<file path="src/rtl/input_debouncer.sv">
// Synchronises and debounces a raw asynchronous input into a clean level,
// with one-cycle rise/fall pulses and a busy flag while a change is qualified.
module input_debouncer #(
    parameter int SYNC_STAGES     = 2,
    parameter int DEBOUNCE_CYCLES = 16,
    parameter int RESET_LEVEL     = 0
) (
    input  logic clk,
    input  logic reset,
    input  logic din_raw,
    output logic d_out,
    output logic rise,
    output logic fall,
    output logic busy
);

    // state     | meaning
    // STABLE_LO | d_out=0, waiting for s=1
    // CHK_HI    | s=1 seen, counting consecutive high samples
    // STABLE_HI | d_out=1, waiting for s=0
    // CHK_LO    | s=0 seen, counting consecutive low samples
    localparam logic [1:0] STABLE_LO = 2'd0;
    localparam logic [1:0] CHK_HI    = 2'd1;
    localparam logic [1:0] STABLE_HI = 2'd2;
    localparam logic [1:0] CHK_LO    = 2'd3;

    localparam int              CNT_W    = $clog2(DEBOUNCE_CYCLES + 1);
    localparam logic            RST_LVL  = (RESET_LEVEL != 0);
    localparam logic [CNT_W-1:0] CNT_LAST = CNT_W'(DEBOUNCE_CYCLES - 1);
    localparam logic [CNT_W-1:0] CNT_ONE  = CNT_W'(1);

    logic [SYNC_STAGES-1:0] sync_q;
    logic [1:0]             state_q, state_d;
    logic [CNT_W-1:0]       cnt_q, cnt_d;
    logic                   d_out_q, d_out_d;
    logic                   rise_q, rise_d;
    logic                   fall_q, fall_d;
    logic                   s;

    assign s = sync_q[SYNC_STAGES-1];

    always_ff @(posedge clk or posedge reset) begin
        if (reset) begin
            sync_q <= {SYNC_STAGES{RST_LVL}};
        end else begin
            sync_q <= {sync_q[SYNC_STAGES-2:0], din_raw};
        end
    end

    always_comb begin
        state_d = state_q;
        cnt_d   = cnt_q;
        d_out_d = d_out_q;
        rise_d  = 1'b0;
        fall_d  = 1'b0;
        unique case (state_q)
            STABLE_LO: begin
                if (s) begin
                    state_d = CHK_HI;
                    cnt_d   = CNT_ONE;
                end
            end
            CHK_HI: begin
                if (!s) begin
                    state_d = STABLE_LO;
                    cnt_d   = '0;
                end else if (cnt_q == CNT_LAST) begin
                    state_d = STABLE_HI;
                    d_out_d = 1'b1;
                    rise_d  = 1'b1;
                    cnt_d   = '0;
                end else begin
                    cnt_d = cnt_q + CNT_ONE;
                end
            end
            STABLE_HI: begin
                if (!s) begin
                    state_d = CHK_LO;
                    cnt_d   = CNT_ONE;
                end
            end
            CHK_LO: begin
                if (s) begin
                    state_d = STABLE_HI;
                    cnt_d   = '0;
                end else if (cnt_q == CNT_LAST) begin
                    state_d = STABLE_LO;
                    d_out_d = 1'b0;
                    fall_d  = 1'b1;
                    cnt_d   = '0;
                end else begin
                    cnt_d = cnt_q + CNT_ONE;
                end
            end
            default: begin
                state_d = STABLE_LO;
                cnt_d   = '0;
            end
        endcase
    end

    always_ff @(posedge clk or posedge reset) begin
        if (reset) begin
            state_q <= RST_LVL ? STABLE_HI : STABLE_LO;
            cnt_q   <= '0;
            d_out_q <= RST_LVL;
            rise_q  <= 1'b0;
            fall_q  <= 1'b0;
        end else begin
            state_q <= state_d;
            cnt_q   <= cnt_d;
            d_out_q <= d_out_d;
            rise_q  <= rise_d;
            fall_q  <= fall_d;
        end
    end

    // busy comes from registered state only, so no combinational path from din_raw
    assign busy  = (state_q == CHK_HI) || (state_q == CHK_LO);
    assign d_out = d_out_q;
    assign rise  = rise_q;
    assign fall  = fall_q;

endmodule

</file>
<file path="config.mk">
export PLATFORM = sky130hd
export DESIGN_NAME = input_debouncer
export DESIGN_NICKNAME = d
export VERILOG_FILES = /design/src/rtl/input_debouncer.sv
export SDC_FILE = /design/constraint.sdc
export NUM_CORES = 1
export LEC_CHECK = 0
export BUFFER_PORTS_ARGS = -buffer_cell sky130_fd_sc_hd__buf_2
export CAP_MARGIN = 40
export CORE_AREA = 5 5 42 44
export DETAILED_ROUTE_END_ITERATION = 6
export DIE_AREA = 0 0 47 49
export PLACE_DENSITY = 0.71
export SYNTH_ARGS = -nofsm -noshare
export SYNTH_HDL_FRONTEND = slang
export SYNTH_SLANG_ARGS = --single-unit
</file>
<file path="constraint.sdc">
create_clock -name clk -period 2.1 [get_ports clk]
set_input_delay 0.63 -clock clk [delete_from_list [all_inputs] [get_ports clk]]
set_output_delay 0.63 -clock clk [all_outputs]
set_load 0.01 [all_outputs]
</file>
## Word-level counts from Yosys, hierarchy flattened

Index checks and enable logic that the tools add are counted.

- Bits in registers: 12
- Output and inout bits: 4
- Bits of input ports: 3
- Word-level logic and storage cells: 48

- Equal/unequal tests: 12
- Muxes and demuxes: 23
- Reduce and logical (&&, ||, !) cells: 6
- Add/sub/neg operators: 1

Operator list:

| operator | number |
|---|---|
| two-way mux 5 bit | 5 |
| one-hot mux 5 bit (4 select lines) | 1 |
| two-way mux 2 bit | 6 |
| != test 2 bit, second input constant | 6 |
| two-way mux 1 bit | 9 |
| one-hot mux 2 bit (4 select lines) | 1 |
| != test 3 bit, second input constant | 2 |
| adder 5 x 1 -> 5 bit, second input constant | 1 |
| == test 5 x 4 -> 1 bit, second input constant | 1 |
| AND reduction 5 bit | 1 |
| == test 2 bit, second input constant | 2 |
| AND reduction 4 bit | 1 |
| == test 2 x 1 -> 1 bit, second input constant | 1 |
| logical NOT 2 bit | 1 |
| one-hot mux 1 bit (2 select lines) | 1 |
| AND reduction 2 bit | 1 |
| nonzero test 2 bit | 1 |
| logical OR 1 bit | 1 |

## Depth between registers and ports, before layout

- Depth in word-level cells: 4
- Gate-level depth with buffers: 4
- Mapped depth without buffers: 4

## Worst setup path before layout

No wires, ideal clock.

- Path type: flip-flop to flip-flop
- Start: register cnt_q[0]
- End: register d_out_q (netlist: d_out)
- Arrival time: 1328 ps
- Data required time: 1976 ps
- Period minus slack after synthesis: 1452 ps
- Slack: 648 ps
- Library setup time: 124 ps
- Path buffers: 0
- Stages on the path, launching flop included: 5
- Path through: dfrtp_1 ha_1 nand3_1 or3_1 a211o_1

- Longest elaborated chain between the ends: 3
- Elaborated cells between the ends (all ways): 4
- Those cells by class: 3 x eq/ne; 1 x reduce/logical

Ends and longest elaborated chain:

| item | RTL line | text |
|---|---|---|
| from (decl) | 34 | `logic [CNT_W-1:0] cnt_q, cnt_d;` |
| from (signal assigned) | 111 | `cnt_q <= cnt_d;` |
| == test 5 x 4 -> 1 bit (*) | 67, 86 |  |
| != test 2 bit (no line) | - |  |
| AND reduction 5 bit (no line) (*) | - |  |
| to (signal assigned) | 112 | `d_out_q <= d_out_d;` |
| to (decl) | 35 | `logic d_out_q, d_out_d;` |

Mark *: on every way between the ends. The rest lies on a longest branch, timed or not.
A chain may end at the register's enable or synchronous reset.

## Worst setup path after layout

- Start: register state_q[0]
- End: output busy

- Longest elaborated chain between the ends: 2
- Elaborated cells between the ends (all ways): 3
- Those cells by class: 2 x eq/ne; 1 x reduce/logical

Ends and longest elaborated chain:

| item | RTL line | text |
|---|---|---|
| from (decl) | 33 | `logic [1:0] state_q, state_d;` |
| from (signal assigned) | 104 | `state_q <= RST_LVL ? STABLE_HI : STABLE_LO;` |
| from (signal assigned) | 110 | `state_q <= state_d;` |
| == test 2 x 1 -> 1 bit / == test 2 bit (equally long branches) | 119 | `assign busy = (state_q == CHK_HI) \|\| (state_q == CHK_LO);` |
| logical OR 1 bit (*) | 119 |  |
| to (decl) | 14 | `output logic busy` |

Marked as above.

==> impl_metrics.toml <==
[setup_path]
cp_cell_sequence = "buf_2"
crit_required_ns = 1.47
slowest_delay_ns = 0.52
cp.arrival_ns = 0.99
endpoint_kind = "output pin"
cpMaxStageDelayCell = "dfrtp_1"
critPathBufInv = 1
path_class = "reg -> out"
crit_family = "flip-flops"
cp_max_fo = 10
critPathLaunch = "state_q[0]"
r2r-start = "cnt_q[0]"
critPathLaunchType = "flop"

[layout]
mostFrequentLayoutCell = "dfrtp_1"
antenna_cells = 0
multiInputGateArea_sq_um = 228
final-seq-area_sq_um = 300
area_growth_pct = 12.8
nets = 64
nFillCells = 130
final_layout_size_suffix_gt1_share_pct = 22.0
mostFrequentLayoutCells = "dfrtp_1, buf_2, nand3_1"

[synthesis]
synth_nets = 55
avgSynthCellArea_sq_um = 10.9
yosys_warnings = 0
syn-cell-area_sq_um = 558
syn_inst = 51
ys_ff_latch = 12
ys_types = 28
yosysSeqAreaShare_pct = 53.8

[sta]
tightest_slew_ns = 0.492
rsz0062_at_grt = "no"
hold_violations = 0
max_freq_mhz = 616
slew_headroom_pct = 67.1
fin_skew_ns = 0.00717
finalSetupViolCount = 0
final.setup.tns_ns = 0
finalCritPeriodShare_pct = 77.3
hold_ws_ns = 0.341
finalMaxSlewViolations = 0
fin_crit_ns = 1.62

[clock_tree]
clock-sinks = 12
clk_latency_ns = 0.27
ctsHoldBuffers = 0
ctsResizeCount = 0
cts.reportedPaths.clkPinSlew_ns = 0.08
cts_root_buf = "clkbuf_4"
clockBufferDepth = 2
cts_tree = "built"
post_cts_buffers = 0
htreeDepth = 1
cts_buffers = 3

[pwr]
p_int_uw = 361
power.switching_uw = 106
combPwrFrac_pct = 7.4
p_per_area_mw_per_mm2 = 742
vdd_drop_max_v = 0.000360
pwr-share-clk_pct = 38.9
pwr-share-seq_pct = 53.7
leakage_nw = 0.297
switching_share_pct = 22.8

[floorplanning]
die_area_sq_mm = 0.00230
io_pins = 7
design.core.area_sq_mm = 0.00140
start_util_pct = 39.8
rows = 14
die_w_microns = 47
die_y_microns = 49

[detailed_routing]
drc = 0
wirelength_microns = 891
drt_iter0_markers = 2
routedWlPerCell_microns = 11.9
vias_per_cell = 5.12
drt_pre_antenna_iters = 5
ant_nets = 0
vias = 384

[global_route]
grt_pass1_vias = 387
antenna_found_initial = 0
grt_overflow = 0
grt_max_degree = 13
track_usage_pct = 9.70
grt_pass1_wl_mm = 1.63

[hold_path]
min-delay-path-class = "in -> async"

[outcome]
status = "completed"

[flow_run]
cap_violations = 0

[place]
place_congestion = 0.678
port_buffers = 6
dp_hpwl_microns = 669
## synthesized netlist by cell type (all sizes together)
master	instances	area [sq um]
dfrtp	12	300
inv	4	15.0
nand3	4	20.0
nand2	3	11.3
nand2b	3	18.8
nor2	3	11.3
a21boi	2	15.0
o2111ai	2	17.5
a211o	1	8.76
a211oi	1	7.51
a21o	1	7.51
a21oi	1	5.00
buf	1	11.3
clkbuf	1	3.75
ha	1	12.5
mux2	1	11.3
mux2i	1	10.0
nor3	1	5.00
nor4	1	6.26
o211ai	1	12.5
o21ai	1	5.00
o21bai	1	7.51
or3	1	6.26
or4	1	11.3
xnor2	1	8.76
xor2	1	8.76
## power by group through the flow
stage | logic, mW | clock network, mW | registers, mW
3_3_place_gp | 0.0343 | 0 | 0.255
3_5_place_dp | 0.0351 | 0 | 0.255
2_1_floorplan | 0.0314 | 0 | 0.252
5_1_grt | 0.0411 | 0.200 | 0.253
6_report | 0.0345 | 0.182 | 0.251
4_1_cts | 0.0352 | 0.189 | 0.251
## per-layer routing
metal | up-vias | GRT usage [%] | part of all wire, %
li1 | 199 | - | -
met1 | 171 | 11.4 | 44
met2 | 12 | 14.5 | 46
met3 | 2 | 5.90 | 8.9
met4 | 0 | 2.76 | 0.56
met5 | - | 0 | 0
## cell families (layout without fill, tap and decap cells)
| family | count (synthesis) | in the layout | synth area share [%] |
|---|---|---|---|
| buf+inv | 6 | 14 | 5.38 |
| flops | 12 | 12 | 53.8 |
| mux | 2 | 2 | 3.81 |
| fa+ha+maj | 1 | 1 | 2.24 |
| xor+xnor | 2 | 2 | 3.14 |
| simple gates | 17 | 17 | 16.1 |
| compound gates | 11 | 11 | 15.5 |
## worst register-to-register path, cell delays in order (launching register included)
cell and delay [ns]:
dfrtp_1 0.39, ha_1 0.20, nand3_1 0.20, or3_1 0.38, a211o_1 0.30
## worst paths after layout
check	end	slack (ns)	depth (start not counted)
min reg2reg	sync_q[1]	0.35	0
max reg2reg	d_out	0.53	4
min	fall	0.34	2
max	busy	0.48	1
min in group clk	sync_q[1]	0.35	0
max in group asynchronous	cnt_q[1]	1.45	2
## area by class of cell
type / instances / share of cell area, %
inverter: 4 / 2.39
clock buffer: 4 / 5.77
tap: 16 / 3.18
multi-input combinational: 33 / 36.2
timing repair buffer: 6 / 4.77
sequential: 12 / 47.7
## sequential cells by signal (all words and copies together), names as in the netlist, named ones only
name and count:
cnt_q 5, rise 1, state_q 1, d_out 1, fall 1, sync_q 2
## per-stage QoR
| step | setup slack (ns) | area (sq um) | util, % | cells | power [mW] |
|---|---|---|---|---|---|
| 6_report | 0.476 | 629 | 44.9 | 75 | 0.467 |
| 5_1_grt | 0.424 | 629 | 44.9 | 75 | 0.494 |
| 4_1_cts | 0.465 | 629 | 44.9 | 75 | 0.475 |
| 3_5_place_dp | 0.541 | 593 | 42.3 | 71 | 0.291 |
| 3_3_place_gp | 0.603 | 593 | 42.3 | 71 | 0.289 |
| 2_1_floorplan | 0.648 | 558 | - | 51 | 0.283 |
Note: power is estimated with default switching activity, not from simulation.
